## config.mk

```make
export PLATFORM = sky130hd
export DESIGN_NAME = multicycle_control
export DESIGN_NICKNAME = d
export VERILOG_FILES = /design/src/rtl/multicycle_control.sv
export SDC_FILE = /design/constraint.sdc
export NUM_CORES = 1
export LEC_CHECK = 0
export CORE_MARGIN = 3
export CORE_UTILIZATION = 40
export DETAILED_ROUTE_END_ITERATION = 10
export DONT_BUFFER_PORTS = 1
export PLACE_DENSITY_LB_ADDON = 0.25
export SETUP_SLACK_MARGIN = 0.1
export SLEW_MARGIN = 20
export SYNTH_ARGS = -nofsm -noshare
export SYNTH_HDL_FRONTEND = slang
export SYNTH_SLANG_ARGS = --single-unit
export TNS_END_PERCENT = 10
```

## constraint.sdc

```tcl
create_clock -name clk -period 2.3 [get_ports clk]
set_input_delay 0.345 -clock clk [delete_from_list [all_inputs] [get_ports clk]]
set_output_delay 0.345 -clock clk [all_outputs]
set_load 0.03 [all_outputs]
```

## src/rtl/multicycle_control.sv

```systemverilog
// rtl/multicycle_control.sv - multicycle RISC-V control FSM driving ALU control and datapath strobes
module multicycle_control #(
  parameter bit TRAP_ON_ILLEGAL = 1'b0
) (
  input  logic       clk,
  input  logic       reset_n,
  input  logic [6:0] op,
  input  logic [2:0] funct3,
  input  logic       funct7b5,
  input  logic       Zero,
  input  logic       MemReady,
  output logic       PCWrite,
  output logic       AdrSrc,
  output logic       MemWrite,
  output logic       IRWrite,
  output logic [1:0] ResultSrc,
  output logic [1:0] ALUSrcA,
  output logic [1:0] ALUSrcB,
  output logic       RegWrite,
  output logic [1:0] ImmSrc,
  output logic [2:0] ALUControl,
  output logic       IllegalInstr,
  output logic       InstrDone
);

  typedef enum logic [3:0] {
    S_FETCH    = 4'd0,
    S_DECODE   = 4'd1,
    S_MEMADR   = 4'd2,
    S_MEMREAD  = 4'd3,
    S_MEMWB    = 4'd4,
    S_MEMWRITE = 4'd5,
    S_EXECR    = 4'd6,
    S_EXECI    = 4'd7,
    S_JAL      = 4'd8,
    S_ALUWB    = 4'd9,
    S_BEQ      = 4'd10,
    S_TRAP     = 4'd11
  } state_t;

  localparam logic [6:0] OP_LW  = 7'b0000011;
  localparam logic [6:0] OP_SW  = 7'b0100011;
  localparam logic [6:0] OP_R   = 7'b0110011;
  localparam logic [6:0] OP_I   = 7'b0010011;
  localparam logic [6:0] OP_BEQ = 7'b1100011;
  localparam logic [6:0] OP_JAL = 7'b1101111;

  state_t     state_q, state_d;
  logic [1:0] alu_op;

  always_ff @(posedge clk or negedge reset_n) begin
    if (!reset_n) state_q <= S_FETCH;
    else          state_q <= state_d;
  end

  always_comb begin
    state_d      = S_FETCH;
    PCWrite      = 1'b0;
    AdrSrc       = 1'b0;
    MemWrite     = 1'b0;
    IRWrite      = 1'b0;
    ResultSrc    = 2'b00;
    ALUSrcA      = 2'b00;
    ALUSrcB      = 2'b00;
    RegWrite     = 1'b0;
    alu_op       = 2'b00;
    IllegalInstr = 1'b0;
    InstrDone    = 1'b0;
    case (state_q)
      S_FETCH: begin
        ALUSrcB   = 2'b10;
        ResultSrc = 2'b10;
        IRWrite   = MemReady;
        PCWrite   = MemReady;
        state_d   = MemReady ? S_DECODE : S_FETCH;
      end
      S_DECODE: begin
        ALUSrcA = 2'b01;
        ALUSrcB = 2'b01;
        case (op)
          OP_LW, OP_SW: state_d = S_MEMADR;
          OP_R:         state_d = S_EXECR;
          OP_I:         state_d = S_EXECI;
          OP_BEQ:       state_d = S_BEQ;
          OP_JAL:       state_d = S_JAL;
          default: begin
            IllegalInstr = 1'b1;
            state_d      = TRAP_ON_ILLEGAL ? S_TRAP : S_FETCH;
          end
        endcase
      end
      S_MEMADR: begin
        ALUSrcA = 2'b10;
        ALUSrcB = 2'b01;
        state_d = (op == OP_LW) ? S_MEMREAD : S_MEMWRITE;
      end
      S_MEMREAD: begin
        AdrSrc  = 1'b1;
        state_d = MemReady ? S_MEMWB : S_MEMREAD;
      end
      S_MEMWB: begin
        ResultSrc = 2'b01;
        RegWrite  = 1'b1;
        InstrDone = 1'b1;
      end
      S_MEMWRITE: begin
        AdrSrc    = 1'b1;
        MemWrite  = 1'b1;
        InstrDone = MemReady;
        state_d   = MemReady ? S_FETCH : S_MEMWRITE;
      end
      S_EXECR: begin
        ALUSrcA = 2'b10;
        alu_op  = 2'b10;
        state_d = S_ALUWB;
      end
      S_EXECI: begin
        ALUSrcA = 2'b10;
        ALUSrcB = 2'b01;
        alu_op  = 2'b10;
        state_d = S_ALUWB;
      end
      S_JAL: begin
        ALUSrcA = 2'b01;
        ALUSrcB = 2'b10;
        PCWrite = 1'b1;
        state_d = S_ALUWB;
      end
      S_ALUWB: begin
        RegWrite  = 1'b1;
        InstrDone = 1'b1;
      end
      S_BEQ: begin
        ALUSrcA   = 2'b10;
        alu_op    = 2'b01;
        PCWrite   = Zero;
        InstrDone = 1'b1;
      end
      S_TRAP:  state_d = S_TRAP;
      default: state_d = S_FETCH;
    endcase
  end

  // op[5] separates R-type sub from I-type addi, which has no subtract form
  always_comb begin
    ALUControl = 3'b000;
    case (alu_op)
      2'b01: ALUControl = 3'b001;
      2'b10: begin
        case (funct3)
          3'b000:  ALUControl = (op[5] & funct7b5) ? 3'b001 : 3'b000;
          3'b010:  ALUControl = 3'b101;
          3'b110:  ALUControl = 3'b011;
          3'b111:  ALUControl = 3'b010;
          default: ALUControl = 3'b000;
        endcase
      end
      default: ALUControl = 3'b000;
    endcase
  end

  always_comb begin
    case (op)
      OP_SW:   ImmSrc = 2'b01;
      OP_BEQ:  ImmSrc = 2'b10;
      OP_JAL:  ImmSrc = 2'b11;
      default: ImmSrc = 2'b00;
    endcase
  end

endmodule

```

# [Word-level counts from Yosys, hierarchy flattened]
# Index checks and enable logic that the tools add are counted.
[classes] n_addsub=0 mul=0 n_div=0 magnitude_cmp=0 n_eq_ne=22 shift=0 mux=22 bitwise=1 reduce_logical=13
[op_table] op="4-bit case mux with 7 select lines" count=1
[op_table] op="4-bit case mux with 5 select lines" count=1
[op_table] op="4-bit by 3-bit == test with 1-bit output, second input constant" count=4
[op_table] op="4-bit == test, second input constant" count=4
[op_table] op="2-bit case mux with 2 select lines" count=4
[op_table] op="7-bit by 6-bit == test with 1-bit output, second input constant" count=2
[op_table] op="7-bit == test, second input constant" count=2
[op_table] op="3-bit case mux with 4 select lines" count=1
[op_table] op="2-bit OR reduction" count=6
[op_table] op="3-bit two-way mux" count=3
[op_table] op="3-bit OR reduction" count=3
[op_table] op="4-bit by 2-bit == test with 1-bit output, second input constant" count=2
[op_table] op="1-bit two-way mux" count=8
[op_table] op="7-bit by 2-bit == test with 1-bit output, second input constant" count=1
[op_table] op="7-bit by 5-bit == test with 1-bit output, second input constant" count=1
[op_table] op="3-bit == test, second input constant" count=2
[op_table] op="2-bit case mux with 3 select lines" count=1
[op_table] op="3-bit case mux with 2 select lines" count=1
[op_table] op="6-bit OR reduction" count=1
[op_table] op="4-bit by 1-bit == test with 1-bit output, second input constant" count=1
[op_table] op="4-bit logical NOT" count=1
[op_table] op="4-bit OR reduction" count=1
[op_table] op="3-bit by 2-bit == test with 1-bit output, second input constant" count=1
[op_table] op="3-bit logical NOT" count=1
[op_table] op="other kinds (5)" count=5
[word_totals] reg_bits=4 latchBits=0 mem_bits_rw=0 mem_bits_ro=0 in_bits=15 memories=0

# [Depth between registers and ports, before layout]
[depth] ltp_word=5 depth_mapped=8 depth_no_buf=7

# [Worst setup path after synthesis]
# OpenSTA, ideal clock, no wires.
[synth_timing] path_type="reg-to-output" start="register state_q[1]" end="output port ALUControl[2]" arrival_ns=2.312 required_time_ns=1.955 slack_ns=-0.357 path_stages_with_launch=7 path_cell_list="dfrtp_1 buf_4 inv_2 nor4b_1 inv_1 ha_1 nor4_1"
[synth_via] elab_chain_len=5 word_cells_on_any_way=8 classes_between="5 x eq/ne; 2 x mux; 1 x reduce/logical"
[synth_rtl] item="start: declaration" line="48" rtl="state_t state_q, state_d;"
[synth_rtl] item="start signal: assignment" line="53" rtl="else state_q <= state_d;"
[synth_rtl] item="4-bit by 3-bit == test with 1-bit output" line="69" rtl="case (state_q)"
[synth_rtl] item="2-bit OR reduction (no source line)"
[synth_rtl] item="2-bit case mux with 2 select lines *" line="69"
[synth_rtl] item="2-bit == test / 2-bit by 1-bit == test with 1-bit output (equally long branches)" line="147" rtl="case (alu_op)"
[synth_rtl] item="3-bit case mux with 2 select lines *" line="147"
[synth_rtl] item="end: declaration" line="21" rtl="output logic [2:0] ALUControl,"
# Mark *: on every way between the ends. The rest lies on a longest branch, timed or not.

# [Worst setup path after layout]
[layout_timing] start="register state_q[2]" end="output port InstrDone"
[layout_via] elab_chain_len=3 word_cells_on_any_way=6 classes_between="4 x eq/ne; 1 x mux; 1 x reduce/logical"
[layout_rtl] item="4-bit == test / 4-bit by 3-bit == test with 1-bit output (equally long branches)" line="69"
[layout_rtl] item="3-bit OR reduction (no source line)"
[layout_rtl] item="1-bit case mux with 2 select lines *" line="69"
[layout_rtl] item="end: declaration" line="23" rtl="output logic InstrDone"
# Marked as above.

==> results_dict.tcl <==
set metrics [dict create \
    rr_startpoint "state_q[2]$_DFF_PN0_" \
    grt_pass1_vias 678 \
    gp_congestion 0.784 \
    synth.net_count 107 \
    cp_max_fo 20 \
    post-place-cells 117 \
    seq_area_frac_synth 0.144 \
    drv_slew 0 \
    synthDistinctLibCells 42 \
    io_pins 33 \
    core-area_um2 1580 \
    antenna_found_initial 0 \
    die_area_um2 2270 \
    area_growth_pct 27.8 \
    syn_avg_cell_area_um2 7.70 \
    synth_area_leaders "dfrtp_1 14%, nor4b_1 5.1%, a211o_1 3.8%, ha_1 3.6%, nor2b_1 3.6%" \
    rows 14 \
    drtPass1Iterations 6 \
    yosysWarnings 0 \
    hold_ws_ps 236 \
    grt_use_total 0.171 \
    crit_slowest_cell "or3b_2" \
    finalCriticalPeriod_ps 2160 \
    ant_nets 0 \
    cts_sinks 4 \
    die_h_um 47.6 \
    fin_area_um2 886 \
    root_buffer "clkbuf_4" \
    worstMarginPinSlew_ps 522 \
    peakVddDrop_mv 0.181 \
    drc 0 \
    status "finished clean" \
    largest-register "state_q" \
    final_cell_mix "19 x buf_4, 6 x nand2_1, 4 x nor2b_1, 4 x nor3_1, 4 x dfrtp_1" \
    drt-wirelength-per-cell_um 14.8 \
    startpoint "state_q[2]$_DFF_PN0_" \
    final_common_cell "buf_4" \
    cp.required_ps 1960 \
    synth_seq_cells 4 \
    fin_util 0.562 \
    vias 743 \
    slowest_delay_ps 450 \
    hold_path.class "input pin to register" \
    cellPowerDensity_nw_per_um2 365 \
    crit_chain "buf_4 -> or3b_2 -> a21oi_1 -> a211o_2" \
    start_util 0.440 \
    p_leak_nw 0.375 \
    wl_um 1790 \
    yosys_most_used_dff "dfrtp_1" \
    critPathCaptureType "output pin" \
    drtIter0Drc 13 \
    maxCapViolCount 0 \
    numCtsBuffers 3 \
    vias_per_cell 6.14 \
    port_buffers 0 \
    synth-edff-count 0 \
    clk_latency_ps 240 \
    gr-total-overflow 0 \
    antenna_cells 0 \
    grt_start_max_net_pins 21 \
    synth_top_cell_by_area "dfrtp_1" \
    h-tree-depth 1 \
    clk_pin_slew_ps 40 \
    hold_violations 0 \
    fin_crit_sh 0.940 \
    hp-start "op[4]" \
    cts_tree "built" \
    finalClockSkew_ps 6.93 \
    start_kind "register" \
    grt_pass1_wl_um 2830 \
    post-cts-setup-buffer-count 0 \
    largest_register_ffs 4 \
    syn_inst 90 \
    reg.largest.list "state_q: 4 flops" \
    rsz0062_at_grt "yes" \
    finalSetupViolCount 0 \
    final_cells 121 \
    clockBufferDepth 2 \
    chipWidth_um 47.6 \
    finalNetCount 124 \
    fmax_mhz 462 \
    synth_async_sr_flop_share 1.00 \
    dpl-instance-area_um2 817 \
    slew_headroom 0.647 \
    netlist_area_um2 693 \
    layout-drive-gt1-share 0.343 \
    r2r_slack_ps 680 \
    arrival_ps 1820 \
    synth_top_area_frac 0.144 \
    hpwl_um 1290 \
    crit_type "register to output pin" \
]
-- worst max-delay path, delay by kind of cell (launching register included) --
family                 cells  cell delay (ps)
and+or+nand+nor            1              450
AOI/OAI and AO/OA          2              450
DFF                        1              410
buffers and inverters      1              250
-- Yosys cell counts (3+ instances only) --
master	number
a21oi_1	3
nor4b_1	4
nand2b_1	3
nand2_1	6
nor3_1	4
o21ai_0	3
nor3b_1	3
nor2_1	4
a211o_1	3
buf_2	4
dfrtp_1	4
nor4_1	3
and2_1	3
nor2b_1	4
inv_1	4
-- through the flow --
step	TNS [ps]	setup slack (ps)	power [mW]
floorplan	-86.0	-53.2	0.193
global placement	0	379	0.225
detailed placement	0	357	0.226
CTS	0	113	0.325
global route	0	49.8	0.349
finish	0	137	0.324
-- worst paths after layout --
| path | end | depth (start not counted) |
|---|---|---|
| setup reg to reg | state_q[1]$_DFF_PN0_ | 4 |
| max in group asynchronous | state_q[3]$_DFF_PN0_ | 1 |
| hold / removal | state_q[2]$_DFF_PN0_ | 2 |
| hold reg to reg | state_q[3]$_DFF_PN0_ | 3 |
| setup / recovery | InstrDone | 4 |
| min in group asynchronous | state_q[0]$_DFF_PN0_ | 1 |
-- cell type report --
| cell class | count | area (um^2) |
|---|---|---|
| Fill cell | 158 | 691 |
| Multi-Input combinational cell | 73 | 572 |
| Timing Repair Buffer | 20 | 153 |
| Sequential cell | 4 | 100 |
| Clock buffer | 3 | 22.5 |
| Tap cell | 16 | 20.0 |
| Inverter | 5 | 18.8 |
-- report_power, final --
group / total [mW] / switching, mW / internal (mW) / leakage, nW
clock network: 0.0920 / 0.0333 / 0.0587 / 0.0138
registers: 0.0778 / 0.00369 / 0.0741 / 0.0542
logic: 0.154 / 0.0916 / 0.0623 / 0.307
total: 0.324 / 0.129 / 0.195 / 0.375
-- cells by family after synthesis --
family                   count (synthesis)  synth area share
AND/OR/NAND/NOR                         48             0.458
buffers and inverters                   13             0.110
flip-flops                               4             0.144
multiplexers                             1            0.0144
XOR/XNOR                                 4            0.0506
AO/OA/AOI/OAI                           18             0.186
adder cells (fa/ha/maj)                  2            0.0361
-- timing repair --
action | in CTS | in global routing
resized for setup | 1 | 6
pin swaps | 0 | 2
endpoints found under the hold margin | 4 | 0
hold buffers | 1 | 0
setup endpoints to repair | 1 | 4
-- layer usage --
| metal | part of all wire | global-route usage | wire length [um] |
|---|---|---|---|
| met2 | 0.50 | 0.267 | 888 |
| met5 | 0 | 0 | 0 |
| met3 | 0.058 | 0.0263 | 104 |
| met1 | 0.44 | 0.235 | 796 |
| met4 | 0 | 0.0645 | 0 |
No activity file was read; power rests on OpenSTA's default activity.
